--- src/rtl/vga_sync_decoder_pkg.sv ---
// vga_sync_decoder_pkg: shared state encoding, counter width and default VGA timing.
package vga_sync_decoder_pkg;
   localparam int CNT_W       = 11;
   localparam int H_TOTAL_DEF = 800;
   localparam int V_TOTAL_DEF = 525;
   localparam logic [CNT_W-1:0] CNT_MAX = '1;
   typedef enum logic [1:0] {
      SEARCH  = 2'd0,
      ACQUIRE = 2'd1,
      LOCKED  = 2'd2
   } state_e;
   function automatic logic [CNT_W-1:0] sat_inc(input logic [CNT_W-1:0] v);
      return (v == CNT_MAX) ? v : v + 1'b1;
   endfunction
endpackage

--- src/rtl/vga_sync_decoder_sync_edge_det.sv ---
// sync_edge_det: two-flop synchronizer plus one edge register; fall_o flags a falling edge
// of the active-low input, acted on at the third rising edge after the pin falls.
module sync_edge_det (
   input  logic clk_i,
   input  logic rst_ni,
   input  logic sig_ni,
   output logic fall_o
);
   logic s1_q, s2_q, prev_q;
   always_ff @(posedge clk_i or negedge rst_ni)
      if (!rst_ni) {s1_q, s2_q, prev_q} <= 3'b111;
      else         {s1_q, s2_q, prev_q} <= {sig_ni, s1_q, s2_q};
   assign fall_o = prev_q & ~s2_q;
endmodule

--- src/rtl/vga_sync_decoder.sv ---
// vga_sync_decoder: recovers pixel/line position from external syncs and tracks lock.
// Define VGA_SYNC_ERRCNT_EN to build the saturating lock-loss counter behind err_count.
module vga_sync_decoder
   import vga_sync_decoder_pkg::*;
#(
   parameter int H_TOTAL     = H_TOTAL_DEF,
   parameter int V_TOTAL     = V_TOTAL_DEF,
   parameter int LOCK_FRAMES = 2
) (
   input  logic             Clk,
   input  logic             reset,
   input  logic             hsync_n,
   input  logic             vsync_n,
   output logic [CNT_W-1:0] pix_x,
   output logic [CNT_W-1:0] line_y,
   output logic             locked,
   output logic             frame_start,
   output logic             sync_err,
   output logic [15:0]      err_count
);
   localparam logic [31:0] H_T = 32'(H_TOTAL);
   localparam logic [31:0] V_T = 32'(V_TOTAL);
   localparam logic [2:0]  LF  = 3'(LOCK_FRAMES);

   logic hfall, vfall;
   logic [CNT_W-1:0] hcnt_q, hcnt_d, vcnt_q, vcnt_d, pix_x_q, line_y_q;
   state_e state_q, state_d;
   logic [2:0] good_q, good_d;
   logic first_q, first_d, line_bad_q, line_bad_d;
   logic locked_q, frame_start_q, sync_err_q;
   logic hsat, bad_line, frame_good, lose;

   sync_edge_det u_hs (.clk_i(Clk), .rst_ni(reset), .sig_ni(hsync_n), .fall_o(hfall));
   sync_edge_det u_vs (.clk_i(Clk), .rst_ni(reset), .sig_ni(vsync_n), .fall_o(vfall));

   always_comb begin
      hcnt_d     = hfall ? '0 : sat_inc(hcnt_q);
      vcnt_d     = vfall ? '0 : hfall ? sat_inc(vcnt_q) : vcnt_q;
      hsat       = hcnt_q == CNT_MAX;
      bad_line   = hfall & ~first_q & ((32'(hcnt_q) + 32'd1) != H_T);
      frame_good = ((32'(vcnt_q) + 32'(hfall)) == V_T) & ~line_bad_q & ~bad_line;
      // the first line after leaving SEARCH may be partial, so it is not measured
      first_d    = (state_q == SEARCH) | (first_q & ~hfall);
      line_bad_d = vfall ? 1'b0 : line_bad_q | bad_line;
      state_d    = state_q;
      good_d     = good_q;
      case (state_q)
         SEARCH: if (vfall) begin
            state_d = ACQUIRE;
            good_d  = '0;
         end
         ACQUIRE:
            if (hsat) state_d = SEARCH;
            else if (vfall) begin
               good_d  = frame_good ? good_q + 3'd1 : 3'd0;
               state_d = (frame_good && good_d == LF) ? LOCKED : ACQUIRE;
            end
         LOCKED: if (bad_line || (vfall && !frame_good) || hsat) state_d = SEARCH;
         default: state_d = SEARCH;
      endcase
      lose = (state_q == LOCKED) && (state_d == SEARCH);
   end

   always_ff @(posedge Clk or negedge reset)
      if (!reset) begin
         state_q       <= SEARCH;
         hcnt_q        <= '0;
         vcnt_q        <= '0;
         good_q        <= '0;
         first_q       <= 1'b1;
         line_bad_q    <= 1'b0;
         pix_x_q       <= '0;
         line_y_q      <= '0;
         locked_q      <= 1'b0;
         frame_start_q <= 1'b0;
         sync_err_q    <= 1'b0;
      end else begin
         state_q       <= state_d;
         hcnt_q        <= hcnt_d;
         vcnt_q        <= vcnt_d;
         good_q        <= good_d;
         first_q       <= first_d;
         line_bad_q    <= line_bad_d;
         pix_x_q       <= (state_q == LOCKED) ? hcnt_q : '0;
         line_y_q      <= (state_q == LOCKED) ? vcnt_q : '0;
         locked_q      <= state_q == LOCKED;
         frame_start_q <= vfall && (state_d == LOCKED);
         sync_err_q    <= lose;
      end

`ifdef VGA_SYNC_ERRCNT_EN
   logic [15:0] err_q;
   always_ff @(posedge Clk or negedge reset)
      if (!reset) err_q <= '0;
      else        err_q <= (lose && err_q != 16'hFFFF) ? err_q + 16'd1 : err_q;
   assign err_count = err_q;
`else
   assign err_count = '0;
`endif

   assign pix_x       = pix_x_q;
   assign line_y      = line_y_q;
   assign locked      = locked_q;
   assign frame_start = frame_start_q;
   assign sync_err    = sync_err_q;
endmodule

--- config.mk ---
export PLATFORM = sky130hd
export DESIGN_NAME = vga_sync_decoder
export DESIGN_NICKNAME = d
export VERILOG_FILES = /design/src/rtl/vga_sync_decoder_pkg.sv /design/src/rtl/vga_sync_decoder_sync_edge_det.sv /design/src/rtl/vga_sync_decoder.sv
export SDC_FILE = /design/constraint.sdc
export NUM_CORES = 1
export LEC_CHECK = 0
export CAP_MARGIN = 30
export CORE_ASPECT_RATIO = 2
export CORE_MARGIN = 1
export CORE_UTILIZATION = 53
export CTS_CLUSTER_SIZE = 40
export DETAILED_ROUTE_END_ITERATION = 8
export GPL_ROUTABILITY_DRIVEN = 0
export HOLD_SLACK_MARGIN = 0.12
export PLACE_DENSITY = 0.77
export REMOVE_ABC_BUFFERS = 1
export SYNTH_ARGS = -nofsm -noshare
export SYNTH_HDL_FRONTEND = slang
export SYNTH_SLANG_ARGS = --single-unit
--- constraint.sdc ---
create_clock -name Clk -period 3.5 [get_ports Clk]
set_clock_uncertainty 0.05 [all_clocks]
set_input_delay 0.875 -clock Clk [delete_from_list [all_inputs] [get_ports Clk]]
set_output_delay 0.875 -clock Clk [all_outputs]
set_load 0.01 [all_outputs]
==> flow_metrics.tcl <==
set metrics [dict create \
    clock_latency_ps 340 \
    hold_viol 0 \
    synth_warnings 0 \
    vias_per_cell 5.83 \
    synthTopCellsByCount "dfrtp_1, and2_1, nor2_1" \
    period_share_pct 85.9 \
    antenna_found_initial 0 \
    rsz0062_at_grt "false" \
    critPathSlowestCell "or4_4" \
    drc 0 \
    finalSetupViolCount 0 \
    cts.root.buffer_cell "clkbuf_8" \
    dp_hpwl_um 3890 \
    drt_pass1_iterations 4 \
    cts_tree "built" \
    max_slew_margin_pct 51.7 \
    slew_viol_final 0 \
    criticalPathCategory "flip-flop to flip-flop" \
    tightest_slew_ps 725 \
    pin_count 45 \
    path_cells "nand2b_1 -> inv_1 -> ha_1 -> ha_1 -> nor4b_1 -> and4b_1 -> a41oi_1 -> or4_4 -> a211oi_2" \
    powerDensity_nw_per_um2 440 \
    vdd_ir_drop_max_v 0.000284 \
    period_needed_ps 3010 \
    layout-drive-gt1-share_pct 9.90 \
    antenna_cells 0 \
    synth_top_family_by_area "simple AND/OR/NAND/NOR gates" \
    num-nets-final 307 \
    start_util_pct 55.5 \
    startpoint_type "flip-flop" \
    worstPathRequired_ps 3700 \
    via_count 2103 \
    power.leakage_uw 0.00146 \
    status "completed" \
    htree_levels 3 \
    synth_most_common_cell "dfrtp_1" \
    worstHoldPathType "flip-flop to flip-flop" \
    drt_iter0_drc 83 \
    synth_cells 272 \
    grt_pass1_vias 1946 \
    postRouteAntennaNets 0 \
    dieArea_um2 5750 \
    area_growth_pct 13.7 \
    place_area_um2 3110 \
    max_freq_ghz 0.333 \
    critPathMaxFanout 5 \
    ff2ff_path_depth 9 \
    cts_resized 0 \
    yosys.area_share.adder_pct 2.17 \
    grt_max_degree 61 \
    grt.total_usage_pct 22.6 \
    synth-simple-area-share_pct 21.1 \
    finalPower_uw 1440 \
    reg2reg_from "u_hs.s2_q" \
    grt_pass1_wl_um 9160 \
    ys_types 57 \
    hold_buffers 0 \
    hold_path_depth 0 \
    dieWidth_um 54.1 \
    routed_wl_um 5630 \
    fp-row-count 37 \
    ff2ff_setup_slack_ps 490 \
    holdWs_ps 305 \
    crit_top_cell "ha_1" \
    die_h_um 106 \
    yosysTopAreaCellShare_pct 46.1 \
    synthMuxAreaShare_pct 0.739 \
    overflow 0 \
    clkTransAtPathRegs_ps 60 \
    cts_num_sinks 60 \
    synth_flop_cell "dfrtp_1" \
    crit_path_end_kind "flip-flop" \
    fill_cells 446 \
    synth_edf_count 0 \
    worstPathArrival_ps 3210 \
    clk_path_buf_depth 2 \
    async_reset_ff_share_pct 100 \
    coreArea_um2 5180 \
    wl_per_cell_um 15.6 \
    ys_ff_latch 60 \
    postSynthAreaPerCell_um2 10.6 \
    yosysSeqAreaShare_pct 52.5 \
    hold_end "u_hs.s2_q" \
    cts_setup_buffers 0 \
    path_delay_family "simple AND/OR/NAND/NOR gates" \
    synthTopCellsByArea "dfrtp_1, dfstp_2, and2_1" \
    yosys.area.top_type "dfrtp_1" \
    cts_buffers 9 \
    synth-compound-area-share_pct 10.3 \
    cp_num_buf_inv 1 \
    finalSetupTns_ps 0 \
    min_from "u_hs.s1_q" \
    port_buffers 28 \
    fin_area_um2 3270 \
    synth-xor-area-share_pct 5.48 \
    worst_r2r_endpoint "frame_start" \
    maxCapViolations 0 \
    cp_slowest_stage_delay_ps 570 \
    mappedNetlistArea_um2 2880 \
]
-- per-layer routing --
layer	GRT usage (%)	part of all wire (%)	routed length, µm
met1	23.9	37	2090
met2	38.3	57	3220
met3	6.44	3.7	206
met4	11.7	1.9	108
met5	0	0	0
-- cell families after synthesis --
group | after synthesis
buffers and inverters | 36
adders and majority gates | 5
muxes | 2
AOI/OAI and AO/OA | 42
xor gates and xnor gates | 18
DFF | 60
and+or+nand+nor | 108
other | 1
-- metrics by stage --
step                      setup WS (ps)  util (%)  std cells
after floorplan                     669         -        255
after global placement              650      60.0        345
after detailed placement            542      60.0        345
after CTS                           533      63.1        361
after global routing                287      63.1        361
final                               495      63.1        361
-- cell type report --
| type | count | area [µm²] | share of cell area [%] |
|---|---|---|---|
| inverter | 4 | 15.0 | 0.459 |
| multi-input combinational | 191 | 1210 | 36.9 |
| tap | 58 | 72.6 | 2.22 |
| sequential | 60 | 1510 | 46.2 |
| timing repair buffer | 32 | 305 | 9.33 |
| clock buffer | 16 | 160 | 4.90 |
-- registers in the layout, indices dropped and copies added (netlist names), 2 cells and up --
register	flops
line_y	11
hcnt_q	11
vcnt_q	11
good_q	3
state_q	2
pix_x	11
-- power by group --
part / internal, µW / leakage [µW] / total (µW) / switching, µW
Clock: 278 / 0.0000790 / 524 / 246
Combinational: 46.1 / 0.000578 / 123 / 76.7
Sequential: 734 / 0.000802 / 793 / 59.2
Total: 1060 / 0.00146 / 1440 / 382
-- how the worst max path moves through the flow --
| stage | startpoint | endpoint | slack, ps | depth (start not counted) |
|---|---|---|---|---|
| 6_report | u_hs.s2_q | frame_start | 490 | 9 |
| 3_3_place_gp | u_hs.s2_q | sync_err | 650 | 9 |
| 4_1_cts | u_hs.s2_q | frame_start | 530 | 9 |
| 5_1_grt | u_hs.s2_q | state_q[0] | 290 | 10 |
| 3_5_place_dp | u_hs.s2_q | sync_err | 540 | 9 |
| 2_1_floorplan | u_hs.s2_q | sync_err | 670 | 9 |
-- cells in the final DEF (no fill, tap or decap), types with 5 or more instances in the layout --
cell type        count
dfrtp_1             53
clkdlybuf4s50_1     27
and2_1              23
nor2_1              22
conb_1              16
nand2_1             15
xor2_1              13
nand4_1             10
clkbuf_8            10
a21oi_1              9
nand3_1              8
dfstp_2              7
nand2b_1             6
a31oi_1              6
o21ai_0              6
nor3_1               6
clkbuf_1             6
xnor2_1              5
ha_1                 5
Power figures use the tool's default switching activity.
